[config.mk]
export PLATFORM = sky130hd
export DESIGN_NAME = uart_transmitter_flat
export DESIGN_NICKNAME = d
export VERILOG_FILES = /design/src/rtl/uart_transmitter_if.sv /design/src/rtl/uart_transmitter.sv /design/src/flat_wrapper.sv
export SDC_FILE = /design/constraint.sdc
export NUM_CORES = 1
export LEC_CHECK = 0
export ABC_AREA = 1
export CAP_MARGIN = 30
export CELL_PAD_IN_SITES_DETAIL_PLACEMENT = 0
export CELL_PAD_IN_SITES_GLOBAL_PLACEMENT = 1
export CORE_MARGIN = 8
export CORE_UTILIZATION = 45
export DETAILED_ROUTE_END_ITERATION = 10
export GPL_ROUTABILITY_DRIVEN = 0
export PLACE_DENSITY = 0.92
export SLEW_MARGIN = 20
export SYNTH_ARGS = -nofsm -noshare
export SYNTH_HDL_FRONTEND = slang
export SYNTH_SLANG_ARGS = --single-unit
[constraint.sdc]
create_clock -name clk -period 2.4 [get_ports clk]
set_input_delay 0.48 -clock clk [delete_from_list [all_inputs] [get_ports clk]]
set_output_delay 0.48 -clock clk [all_outputs]
set_load 0.05 [all_outputs]
[src/rtl/uart_transmitter_if.sv]
// uart_transmitter_if: producer-side REQ/ACK handshake plus serial line.
// master = byte producer, slave = transmitter.
interface uart_transmitter_if;
  logic       XMT_REQ;
  logic [7:0] XMT_Data;
  logic       XMT_ACK;
  logic       XMT_BUSY;
  logic       TXD;

  modport master (
    output XMT_REQ,
    output XMT_Data,
    input  XMT_ACK,
    input  XMT_BUSY,
    input  TXD
  );

  modport slave (
    input  XMT_REQ,
    input  XMT_Data,
    output XMT_ACK,
    output XMT_BUSY,
    output TXD
  );
endinterface

[src/rtl/uart_transmitter.sv]
// uart_transmitter: serial transmit half of the UART link.
// Frame = start, 8 data LSB first, optional parity, one stop.
module uart_transmitter #(
  parameter int CLKS_PER_BIT = 32,
  parameter bit PARITY_EN    = 1'b1,
  parameter bit PARITY_ODD   = 1'b0
) (
  input logic               clk,
  input logic               clr,
  uart_transmitter_if.slave bus
);

  typedef enum logic [2:0] {
    S_IDLE,
    S_START,
    S_DATA,
    S_PARITY,
    S_STOP
  } state_t;

  localparam logic [15:0] TC =
    16'(CLKS_PER_BIT - 1);

  state_t      r_state;
  logic [15:0] r_cnt;
  logic [2:0]  r_idx;
  logic [7:0]  r_shift;
  logic        r_par;
  logic        r_ack;
  logic        r_busy;
  logic        r_txd;

  state_t      w_state;
  logic [15:0] w_cnt;
  logic [2:0]  w_idx;
  logic [7:0]  w_shift;
  logic        w_par;
  logic        w_ack;
  logic        w_busy;
  logic        w_txd;
  logic        w_tc;
  logic        w_accept;

  assign w_tc     = (r_cnt == TC);
  assign w_accept = !r_ack && bus.XMT_REQ;

  assign bus.XMT_ACK  = r_ack;
  assign bus.XMT_BUSY = r_busy;
  assign bus.TXD      = r_txd;

  // Register every piece of state; clr aborts any frame in flight.
  always_ff @(posedge clk) begin
    if (clr) begin
      r_state <= S_IDLE;
      r_cnt   <= '0;
      r_idx   <= '0;
      r_shift <= '0;
      r_par   <= 1'b0;
      r_ack   <= 1'b0;
      r_busy  <= 1'b0;
      r_txd   <= 1'b1;
    end else begin
      r_state <= w_state;
      r_cnt   <= w_cnt;
      r_idx   <= w_idx;
      r_shift <= w_shift;
      r_par   <= w_par;
      r_ack   <= w_ack;
      r_busy  <= w_busy;
      r_txd   <= w_txd;
    end
  end

  // Next state and next registered outputs; TXD is the
  // value of the bit being entered, so it is glitch-free.
  always_comb begin
    w_state = r_state;
    w_cnt   = r_cnt;
    w_idx   = r_idx;
    w_shift = r_shift;
    w_par   = r_par;
    w_ack   = r_ack;
    w_busy  = r_busy;
    w_txd   = r_txd;

    // ACK release is independent of frame progress.
    if (r_ack && !bus.XMT_REQ) begin
      w_ack = 1'b0;
    end

    unique case (r_state)
      S_IDLE: begin
        w_txd  = 1'b1;
        w_busy = 1'b0;
        w_cnt  = '0;
        w_idx  = '0;
        if (w_accept) begin
          w_shift = bus.XMT_Data;
          w_par   = (^bus.XMT_Data) ^ PARITY_ODD;
          w_ack   = 1'b1;
          w_busy  = 1'b1;
          w_txd   = 1'b0;
          w_state = S_START;
        end
      end

      S_START: begin
        if (w_tc) begin
          w_cnt   = '0;
          w_idx   = '0;
          w_txd   = r_shift[0];
          w_state = S_DATA;
        end else begin
          w_cnt = r_cnt + 16'd1;
        end
      end

      S_DATA: begin
        if (w_tc) begin
          w_cnt = '0;
          if (r_idx == 3'd7) begin
            if (PARITY_EN) begin
              w_txd   = r_par;
              w_state = S_PARITY;
            end else begin
              w_txd   = 1'b1;
              w_state = S_STOP;
            end
          end else begin
            w_idx   = r_idx + 3'd1;
            w_shift = {1'b0, r_shift[7:1]};
            w_txd   = r_shift[1];
          end
        end else begin
          w_cnt = r_cnt + 16'd1;
        end
      end

      S_PARITY: begin
        if (w_tc) begin
          w_cnt   = '0;
          w_txd   = 1'b1;
          w_state = S_STOP;
        end else begin
          w_cnt = r_cnt + 16'd1;
        end
      end

      S_STOP: begin
        if (w_tc) begin
          w_cnt   = '0;
          w_txd   = 1'b1;
          w_busy  = 1'b0;
          w_state = S_IDLE;
        end else begin
          w_cnt = r_cnt + 16'd1;
        end
      end

      default: begin
        w_state = S_IDLE;
        w_txd   = 1'b1;
        w_busy  = 1'b0;
        w_cnt   = '0;
      end
    endcase
  end

endmodule

[src/flat_wrapper.sv]
// flat-port wrapper written by rule: the top's interface ports become plain ports
module uart_transmitter_flat 
#(
  parameter int CLKS_PER_BIT = 32,
  parameter bit PARITY_EN    = 1'b1,
  parameter bit PARITY_ODD   = 1'b0
)
  (clk, clr, bus_XMT_REQ, bus_XMT_Data, bus_XMT_ACK, bus_XMT_BUSY, bus_TXD);
  uart_transmitter_if bus_i ();
  input logic clk;
  input logic clr;
  input wire logic [$bits(bus_i.XMT_REQ)-1:0] bus_XMT_REQ;
  input wire logic [$bits(bus_i.XMT_Data)-1:0] bus_XMT_Data;
  output wire logic [$bits(bus_i.XMT_ACK)-1:0] bus_XMT_ACK;
  output wire logic [$bits(bus_i.XMT_BUSY)-1:0] bus_XMT_BUSY;
  output wire logic [$bits(bus_i.TXD)-1:0] bus_TXD;
  assign bus_i.XMT_REQ = bus_XMT_REQ;
  assign bus_i.XMT_Data = bus_XMT_Data;
  assign bus_XMT_ACK = bus_i.XMT_ACK;
  assign bus_XMT_BUSY = bus_i.XMT_BUSY;
  assign bus_TXD = bus_i.TXD;
  uart_transmitter #(.CLKS_PER_BIT(CLKS_PER_BIT), .PARITY_EN(PARITY_EN), .PARITY_ODD(PARITY_ODD)) u_core (.clk(clk), .clr(clr), .bus(bus_i));
endmodule
* Word level (Yosys, flattened, before mapping)
Index checks and enable logic that the tools add are counted.
** Word-level totals
- Flip-flop bits (word level) :: 34
** Operators by class
- Add/sub/neg operators :: 2
- Eq/ne operators :: 14
- Mux-type cells :: 26
- Bitwise gates (word level) :: 2
- Reductions and logical operators :: 18
** Operators with widths (number)
- $mux W3 :: 8
- $mux W8 :: 3
- $add A16 B1 Y16 const B :: 1
- $eq A16 B5 Y1 const B :: 1
- $pmux W8 S2 :: 1
- $pmux W3 S5 :: 1
- $ne A2 B1 Y1 const B :: 7
- $mux W1 :: 10
- $pmux W3 S3 :: 1
- $reduce_and A4 Y1 :: 2
- $reduce_xor A8 Y1 :: 1
- $eq A3 B2 Y1 const B :: 2
- $eq A3 B3 Y1 const B :: 2
- $reduce_and A6 Y1 :: 1
- $reduce_or A3 Y1 :: 2
- $pmux W1 S4 :: 1
- $reduce_and A2 Y1 :: 2
- $reduce_or A4 Y1 :: 1
- $add A3 B1 Y3 const B :: 1
- $eq A3 B1 Y1 const B :: 1
- $logic_not A3 Y1 :: 1
- $pmux W1 S3 :: 1
- $reduce_and A3 Y1 :: 1
- $reduce_bool A3 Y1 :: 1
- 6 further kinds :: 9

* Logic depth before layout (Yosys ltp)
Gate-level depths: netlist of run 1.
- Depth in word-level cells :: 5
- Mapped depth :: 12

* Worst setup path before layout of run 1
No wires, ideal clock.
- Path kind :: flip-flop to flip-flop
- Start :: register u_core.r_cnt[0]
- End :: register u_core.r_shift[0]
- Arrival time :: 1.358 ns
- Data required time :: 2.287 ns
- Path slack :: 0.930 ns
- Stages on the path, launching flop included :: 12
- Buffers on the path :: 1
- Clock period less this slack :: 1.470 ns
- Path through :: dfxtp_1 > ha_1 > nand3_2 > nor2_4 > nand2_4 > nand2_2 > nand2_2 > nor2_4 > buf_6 > nand2_1 > nand2_1 > nor2_1
** On the way
- Cells in the longest elaborated chain, start to end :: 3
** RTL lines
- from (decl) :: line uart_transmitter.sv:25 : logic [15:0] r_cnt;
- from (signal assigned) :: line uart_transmitter.sv:64 : r_cnt <= w_cnt;
- $eq A16 B5 Y1 :: line uart_transmitter.sv:44 : assign w_tc = (r_cnt == TC);
- $ne A2 B1 Y1 (no line)
- $reduce_and A4 Y1 (no line)
- to (signal assigned) :: line uart_transmitter.sv:66 : r_shift <= w_shift;
- to (decl) :: line uart_transmitter.sv:27 : logic [7:0] r_shift;
Every way passes these cells.
A chain may end at the register's enable or synchronous reset.

* Final worst setup path of run 1
- Start :: register u_core.r_ack, in the netlist u_core.bus.XMT_ACK
- End :: output bus_XMT_ACK
** RTL lines
- from (decl) :: line uart_transmitter.sv:29 : logic r_ack;
- from (signal assigned) :: line uart_transmitter.sv:68 : r_ack <= w_ack;
- to (decl) :: line flat_wrapper.sv:14 : output wire logic [$bits(bus_i.XMT_ACK)-1:0] bus_XMT_ACK;
No word-level cell between the ends.

==> metrics.cfg, run 1 <==
[synthesis]
synth.top_cells.by_count = 73 x nand2_1, 58 x nor2_1, 34 x dfxtp_1
synth-seq-area-share_pct = 35.6
muxShareOfSynthArea_pct = 0
synth_top_area_cell = dfxtp_1
synth_area_sq_um = 1910
yosys.area_share.simple_pct = 43.5
yosysWarnings = 0
synthAdderAreaFrac_pct = 1.96
synth_compound_area_share_pct = 5.23
syn_inst = 282
synth_top_area_share_pct = 35.6
synth-edff-count = 0
syn_avg_cell_area_sq_um = 6.78
ys_types = 33
synthTopCellsByArea = dfxtp_1 36%, nand2_1 14%, nor2_1 11%
synth-async-reset-ratio_pct = 0
synth-seq-cells = 34
synth_top_family_by_area = simple AND/OR/NAND/NOR gates
yosys.cell_count.top_type = nand2_1
syn-num-nets = 296
synth_xor_area_share_pct = 4.58
ys.flop_type = dfxtp_1

[worst_setup_path]
worst-path-max-fanout = 4
cp.required_ns = 1.92
slowest_stage = clkdlybuf4s50_1
crit_arrival_ns = 1.49
cp-end-kind = output port
crit_chain = clkdlybuf4s50_1
r2r-start = u_core.r_cnt[0]$_SDFF_PP0_
crit_type = reg -> out
path_delay_family = buffers and inverters
reg2regPathDepth = 8
critPathLaunchType = flop
cp_num_buf_inv = 1
crit_cells = 1
r2r_end = u_core.r_cnt[14]$_SDFF_PP0_
cpPeakStageDelay_ns = 0.82
crit_start = u_core.bus.XMT_ACK$_SDFF_PP0_
rrSetupSlack_ns = 0.75

[hold_path]
hold_path.startpoint = u_core.r_cnt[0]$_SDFF_PP0_
min_to = u_core.r_cnt[0]$_SDFF_PP0_
hp-class = reg -> reg
hold_depth = 1

[power]
comb_power_share_pct = 41.5
seqPwrFrac_pct = 37.3
leakage_uw = 0.000951
p_int_uw = 1190
sw_frac_of_total_pct = 40.4
vdd.ir_drop.worst_mv = 0.420
power_switching_uw = 808
p_clk_share_pct = 21.1
powerDensity_nw_per_um2 = 926

[final_layout]
area_growth_pct = 12.9
nFillCells = 409
insertedDiodeCount = 0
drive_gt1_share_pct = 10.8
finalNetCount = 312
finalNonFillerCells = 347

[job]
drv_cap = 0

[routing]
wl_microns = 3610
drt_pass1_iterations = 4
ant_nets = 0
via_per_inst = 4.66
drc = 0
drtIter0Drc = 107
vias = 1618
routedWlPerCell_microns = 10.4

[die]
rows = 23
io_pins = 14
fp.dieH_microns = 81.2
start_util_pct = 47.1
core-area_sq_um = 4060
dieWidth_microns = 81.2
dieArea_sq_um = 6590

[timing]
finalSetupTns_ns = 0
drv_slew = 0
rsz0062_at_grt = false
tightest_slew_ns = 0.495
min_period_ns = 1.97
fmax_ghz = 0.507
max_slew_margin_pct = 66.9
finClkSkew_ns = 0.00426
finalSetupViolations = 0
post-route-period-util_pct = 82.2
hold_violations = 0

[clock_tree]
clk_path_buf_depth = 2
path_clk_slew_ns = 0.07
cts_buffers = 5
clockRootBuffer = clkbuf_8
cts_sinks = 34
cts_tree = done
cts_post_setup_buffers_inserted = 0
clk_latency_ns = 0.29
htree_num_levels = 2
ctsResizeCount = 0
cts_hold_buf = 0

[grt]
grt_pass1_wl_microns = 6440
grt_use_total_pct = 12.3
grt_max_degree = 15
grt.overflow.total = 0
antenna_found_initial = 0
grt_pass1_vias = 1516

[outcome]
outcome = completed

[placement]
dp_hpwl_microns = 2720
port-buffer-count = 13
post-place-cells = 341

==> registers in the layout, summed over array words and instances, names as in the netlist <==
signal and cells:
u_core.r_cnt 16, u_core.r_shift 8, u_core.r_idx 3, u_core.r_state 3, u_core.bus.TXD 1, u_core.bus.XMT_ACK 1
u_core.bus.XMT_BUSY 1, u_core.r_par 1
==> cells by family after synthesis <==
logic type      after synthesis
fa+ha+maj                     3
xor+xnor                     10
buf+inv                      42
simple gates                175
flops                        34
compound gates               18
==> per-layer routing <==
| metal | global-route usage (%) | routed length [microns] | part of all wire (%) | vias to the layer above |
|---|---|---|---|---|
| li1 | - | - | - | 897 |
| met1 | 15.7 | 1910 | 53 | 694 |
| met2 | 18.6 | 1490 | 41 | 20 |
| met3 | 4.19 | 154 | 4.3 | 7 |
| met4 | 4.82 | 61 | 1.7 | 0 |
| met5 | 0 | 0 | 0 | - |
==> through the flow <==
| step | hold slack (ns) | power, uW | util, % | setup slack [ns] | cell area [sq um] |
|---|---|---|---|---|---|
| 2_1_floorplan | 0.418 | 1450 | - | 0.930 | 1910 |
| 3_3_place_gp | 0.431 | 1590 | 51.2 | 0.497 | 2080 |
| 3_5_place_dp | 0.437 | 1590 | 51.2 | 0.477 | 2080 |
| 4_1_cts | 0.452 | 2020 | 53.2 | 0.414 | 2160 |
| 5_1_grt | 0.457 | 2180 | 53.2 | 0.381 | 2160 |
| 6_report | 0.451 | 2000 | 53.2 | 0.428 | 2160 |
==> power by group through the flow <==
stage | logic (uW) | clock network [uW] | registers [uW]
6_report | 831 | 423 | 747
4_1_cts | 834 | 436 | 748
3_3_place_gp | 829 | 0 | 757
3_5_place_dp | 829 | 0 | 760
2_1_floorplan | 657 | 0 | 794
5_1_grt | 963 | 455 | 761
==> worst max-delay path by stage <==
stage	slack (ns)	end
6_report	0.43	bus_XMT_ACK
5_1_grt	0.38	bus_XMT_ACK
4_1_cts	0.41	bus_XMT_ACK
3_5_place_dp	0.48	u_core.r_shift[0]$_SDFFE_PP0P_
3_3_place_gp	0.50	u_core.r_shift[4]$_SDFFE_PP0P_
2_1_floorplan	0.93	u_core.r_shift[0]$_SDFFE_PP0P_
==> area by class of cell <==
type | count | area [sq um] | share of cell area, %
multi-input combinational | 206 | 1060 | 49.0
sequential | 34 | 681 | 31.5
inverter | 37 | 139 | 6.43
timing repair buffer | 14 | 138 | 6.37
clock buffer | 6 | 82.6 | 3.82
tap | 50 | 62.6 | 2.90
==> placed cells by master (no fill, tap or decap), types with 5 or more instances in the layout <==
cell type	n
nand2_1	73
nor2_1	58
dfxtp_1	34
inv_1	32
nand3_1	14
clkdlybuf4s50_1	13
a21oi_1	7
xnor2_1	6
clkbuf_8	6
nor2_4	5
inv_2	5
o21ai_0	5
Power figures use the tool's default switching activity.
==> run 2, diff against run 1 <==
--- a/config.mk
+++ b/config.mk
@@ -10,10 +10,10 @@
 export CELL_PAD_IN_SITES_DETAIL_PLACEMENT = 0
 export CELL_PAD_IN_SITES_GLOBAL_PLACEMENT = 1
 export CORE_MARGIN = 8
-export CORE_UTILIZATION = 45
+export CORE_UTILIZATION = 37
 export DETAILED_ROUTE_END_ITERATION = 10
 export GPL_ROUTABILITY_DRIVEN = 0
-export PLACE_DENSITY = 0.92
+export PLACE_DENSITY = 0.82
 export SLEW_MARGIN = 20
 export SYNTH_ARGS = -nofsm -noshare
 export SYNTH_HDL_FRONTEND = slang
==> constraint.sdc (replaced) <==
create_clock -name clk -period 1.6 [get_ports clk]
set_input_delay 0.32 -clock clk [delete_from_list [all_inputs] [get_ports clk]]
set_output_delay 0.32 -clock clk [all_outputs]
set_load 0.05 [all_outputs]
==> run 2 against run 1 <==
Sequential power increased by 53%. Sequential cell count unchanged. Clock power increased by 54%. Total power increased by 60%. Core utilization decreased by 6.5 points. Die area increased by 17%. Count of clock-buffer cells in the layout increased by 1. Global-route usage decreased by 1.3 points. Register-to-register slack got worse by 0.65 ns. Via count increased by 4.0%. Worst hold slack improved by 0.033 ns. First-iteration DRC count increased by 3.7%.
==> metrics.cfg, run 2 (synthesis gave the netlist of run 1 again) <==
[clock_tree]
clk_latency_ns = 0.28  ; about the same
clk_path_buf_depth = 2  ; unchanged
htree_num_levels = 2  ; unchanged
cts_buffers = 5  ; unchanged
path_clk_slew_ns = 0.07  ; about the same
cts_tree = done
clockRootBuffer = clkbuf_8
cts_hold_buf = 0  ; unchanged
cts_sinks = 34  ; unchanged

[final_layout]
finalNonFillerCells = 385  ; +11%
insertedDiodeCount = 0  ; unchanged
drive_gt1_share_pct = 18.4  ; +7.6 points
design_area_sq_um = 2350  ; +9.0%
final_cell_mix = 73 x nand2_1, 57 x nor2_1, 32 x inv_1
layout_commonest_cell = nand2_1
largest_register_ffs = 16  ; unchanged
reg_top3 = u_core.r_cnt: 16 flops, u_core.r_shift: 8 flops
top_register = u_core.r_cnt
fin_util_pct = 46.7  ; -6.5 points
finalNetCount = 328  ; +5.1%
area_growth_pct = 23.0

[worst_setup_path]
critPathLaunchType = flop
crit_arrival_ns = 1.68  ; +0.19 ns
worst-path-max-fanout = 14  ; +10
crit_end = u_core.r_shift[3]$_SDFFE_PP0P_
r2r_end = u_core.r_shift[3]$_SDFFE_PP0P_
crit_start = u_core.r_cnt[0]$_SDFF_PP0_
crit_type = reg -> reg
cp.required_ns = 1.78  ; -0.14 ns
r2r-start = u_core.r_cnt[0]$_SDFF_PP0_
cp-end-kind = flop
reg2regPathDepth = 11  ; +3
rrSetupSlack_ns = 0.1  ; -0.65 ns

[grt]
grt_pass1_wl_microns = 6720  ; +4.4%
grt_max_degree = 15  ; unchanged
grt.overflow.total = 0  ; unchanged
grt_use_total_pct = 11.0  ; -1.3 points
grt_pass1_vias = 1535  ; +1.3%
antenna_found_initial = 0  ; unchanged

[timing]
tightest_slew_ns = 0.417  ; -0.0781 ns
drv_slew = 0  ; unchanged
finalSetupViolations = 0  ; unchanged
whs_ns = 0.484  ; +0.0330 ns
rsz0062_at_grt = true
fmax_ghz = 0.665
hold_violations = 0  ; unchanged
post-route-period-util_pct = 94.0
max_slew_margin_pct = 72.1  ; +5.3 points
finClkSkew_ns = 0.00625  ; +0.00198 ns
min_period_ns = 1.50

[die]
io_pins = 14  ; unchanged
core-area_sq_um = 5040  ; +24%
dieArea_sq_um = 7730  ; +17%
fp.dieH_microns = 87.9  ; +8.3%
dieWidth_microns = 87.9  ; +8.3%
rows = 26  ; +13%
start_util_pct = 37.9  ; -9.2 points

[routing]
drc = 0  ; unchanged
drt_pass1_iterations = 4  ; unchanged
ant_nets = 0  ; unchanged
routedWlPerCell_microns = 10.1  ; -3.3%
wl_microns = 3880  ; +7.3%
vias = 1683  ; +4.0%
drtIter0Drc = 111  ; +3.7%
via_per_inst = 4.37  ; -6.2%

[power]
vdd.ir_drop.worst_mv = 0.429  ; +2.1%
leakage_uw = 0.00105  ; +10%
powerDensity_nw_per_um2 = 1360  ; +47%

[placement]
dp_hpwl_microns = 2920  ; +7.3%
dpl_cell_area_sq_um = 2210  ; +6.4%
port-buffer-count = 13  ; unchanged
post-place-cells = 373  ; +9.4%

[outcome]
outcome = completed

[job]
drv_cap = 0  ; unchanged

[hold_path]
hp-class = reg -> reg

-- run 2: cell types whose count changed in the layout (fill, tap and decap cells not counted), sizes merged --
cell	previous run	this run
clkdlybuf4s50	13	10
clkinv	0	1
clkbuf	6	7
buf	1	20
-- run 2: where the power goes --
group | internal, uW | total (uW) | switching [uW]
combinational | 571 | 1410 | 836
clock | 347 | 651 | 304
sequential | 1020 | 1140 | 122
total | 1940 | 3200 | 1260
-- run 2: worst min-delay path by stage --
stage                                         startpoint  cells after the start  slack (ns)                                to
final                     u_core.r_shift[1]$_SDFFE_PP0P_                      2        0.48    u_core.r_shift[1]$_SDFFE_PP0P_
after global routing      u_core.r_shift[3]$_SDFFE_PP0P_                      2        0.51    u_core.r_shift[3]$_SDFFE_PP0P_
after CTS                 u_core.r_shift[1]$_SDFFE_PP0P_                      2        0.49    u_core.r_shift[1]$_SDFFE_PP0P_
after detailed placement  u_core.r_shift[1]$_SDFFE_PP0P_                      2        0.47    u_core.r_shift[1]$_SDFFE_PP0P_
after global placement    u_core.r_shift[1]$_SDFFE_PP0P_                      2        0.47    u_core.r_shift[1]$_SDFFE_PP0P_
after floorplan                                      clr                      1        0.39  u_core.bus.XMT_BUSY$_SDFFE_PP0P_
-- run 2: repair_timing --
action                                  4_1_cts  5_1_grt
endpoints found under the setup margin        0       25
gates resized for setup                       0        8
setup buffers                                 0        4
-- run 2: per-layer routing --
metal  track usage (%)  vias up  part of all wire [%]  wire length [microns]
li1                  -      930                     -                      -
met1              14.2      724                    52                   2020
met2              16.6       23                    43                   1670
met3              2.72        6                   3.1                    122
met4              5.16        0                   1.8                     71
met5                 0        -                     0                      0
-- run 2: metrics by stage --
step	setup slack, ns	setup TNS (ns)	total power (uW)
2_1_floorplan	0.130	0	2180
6_report	0.0959	0	3200
5_1_grt	-0.0173	-0.0485	3470
3_3_place_gp	-0.0505	-0.319	2540
4_1_cts	0.00149	0	3210
3_5_place_dp	-0.0653	-0.482	2540
-- run 2: critical path, stage by stage (launching register included) --
cell and delay (ns):
dfxtp_2 0.36, ha_4 0.15, nand3_2 0.11, nor2_4 0.13, nand2_4 0.10, nand2_2 0.08, nand2_2 0.07, nor2_4 0.10
buf_12 0.14, nand2_1 0.05, nand2_1 0.05, nor2_1 0.05
-- run 2: area by class of cell --
| type | instances | area, sq um |
|---|---|---|
| Tap cell | 70 | 87.6 |
| Clock inverter | 1 | 5.00 |
| Sequential cell | 34 | 684 |
| Fill cell | 500 | 2690 |
| Multi-Input combinational cell | 206 | 1080 |
| Timing Repair Buffer | 30 | 275 |
| Inverter | 37 | 139 |
| Clock buffer | 7 | 86.3 |
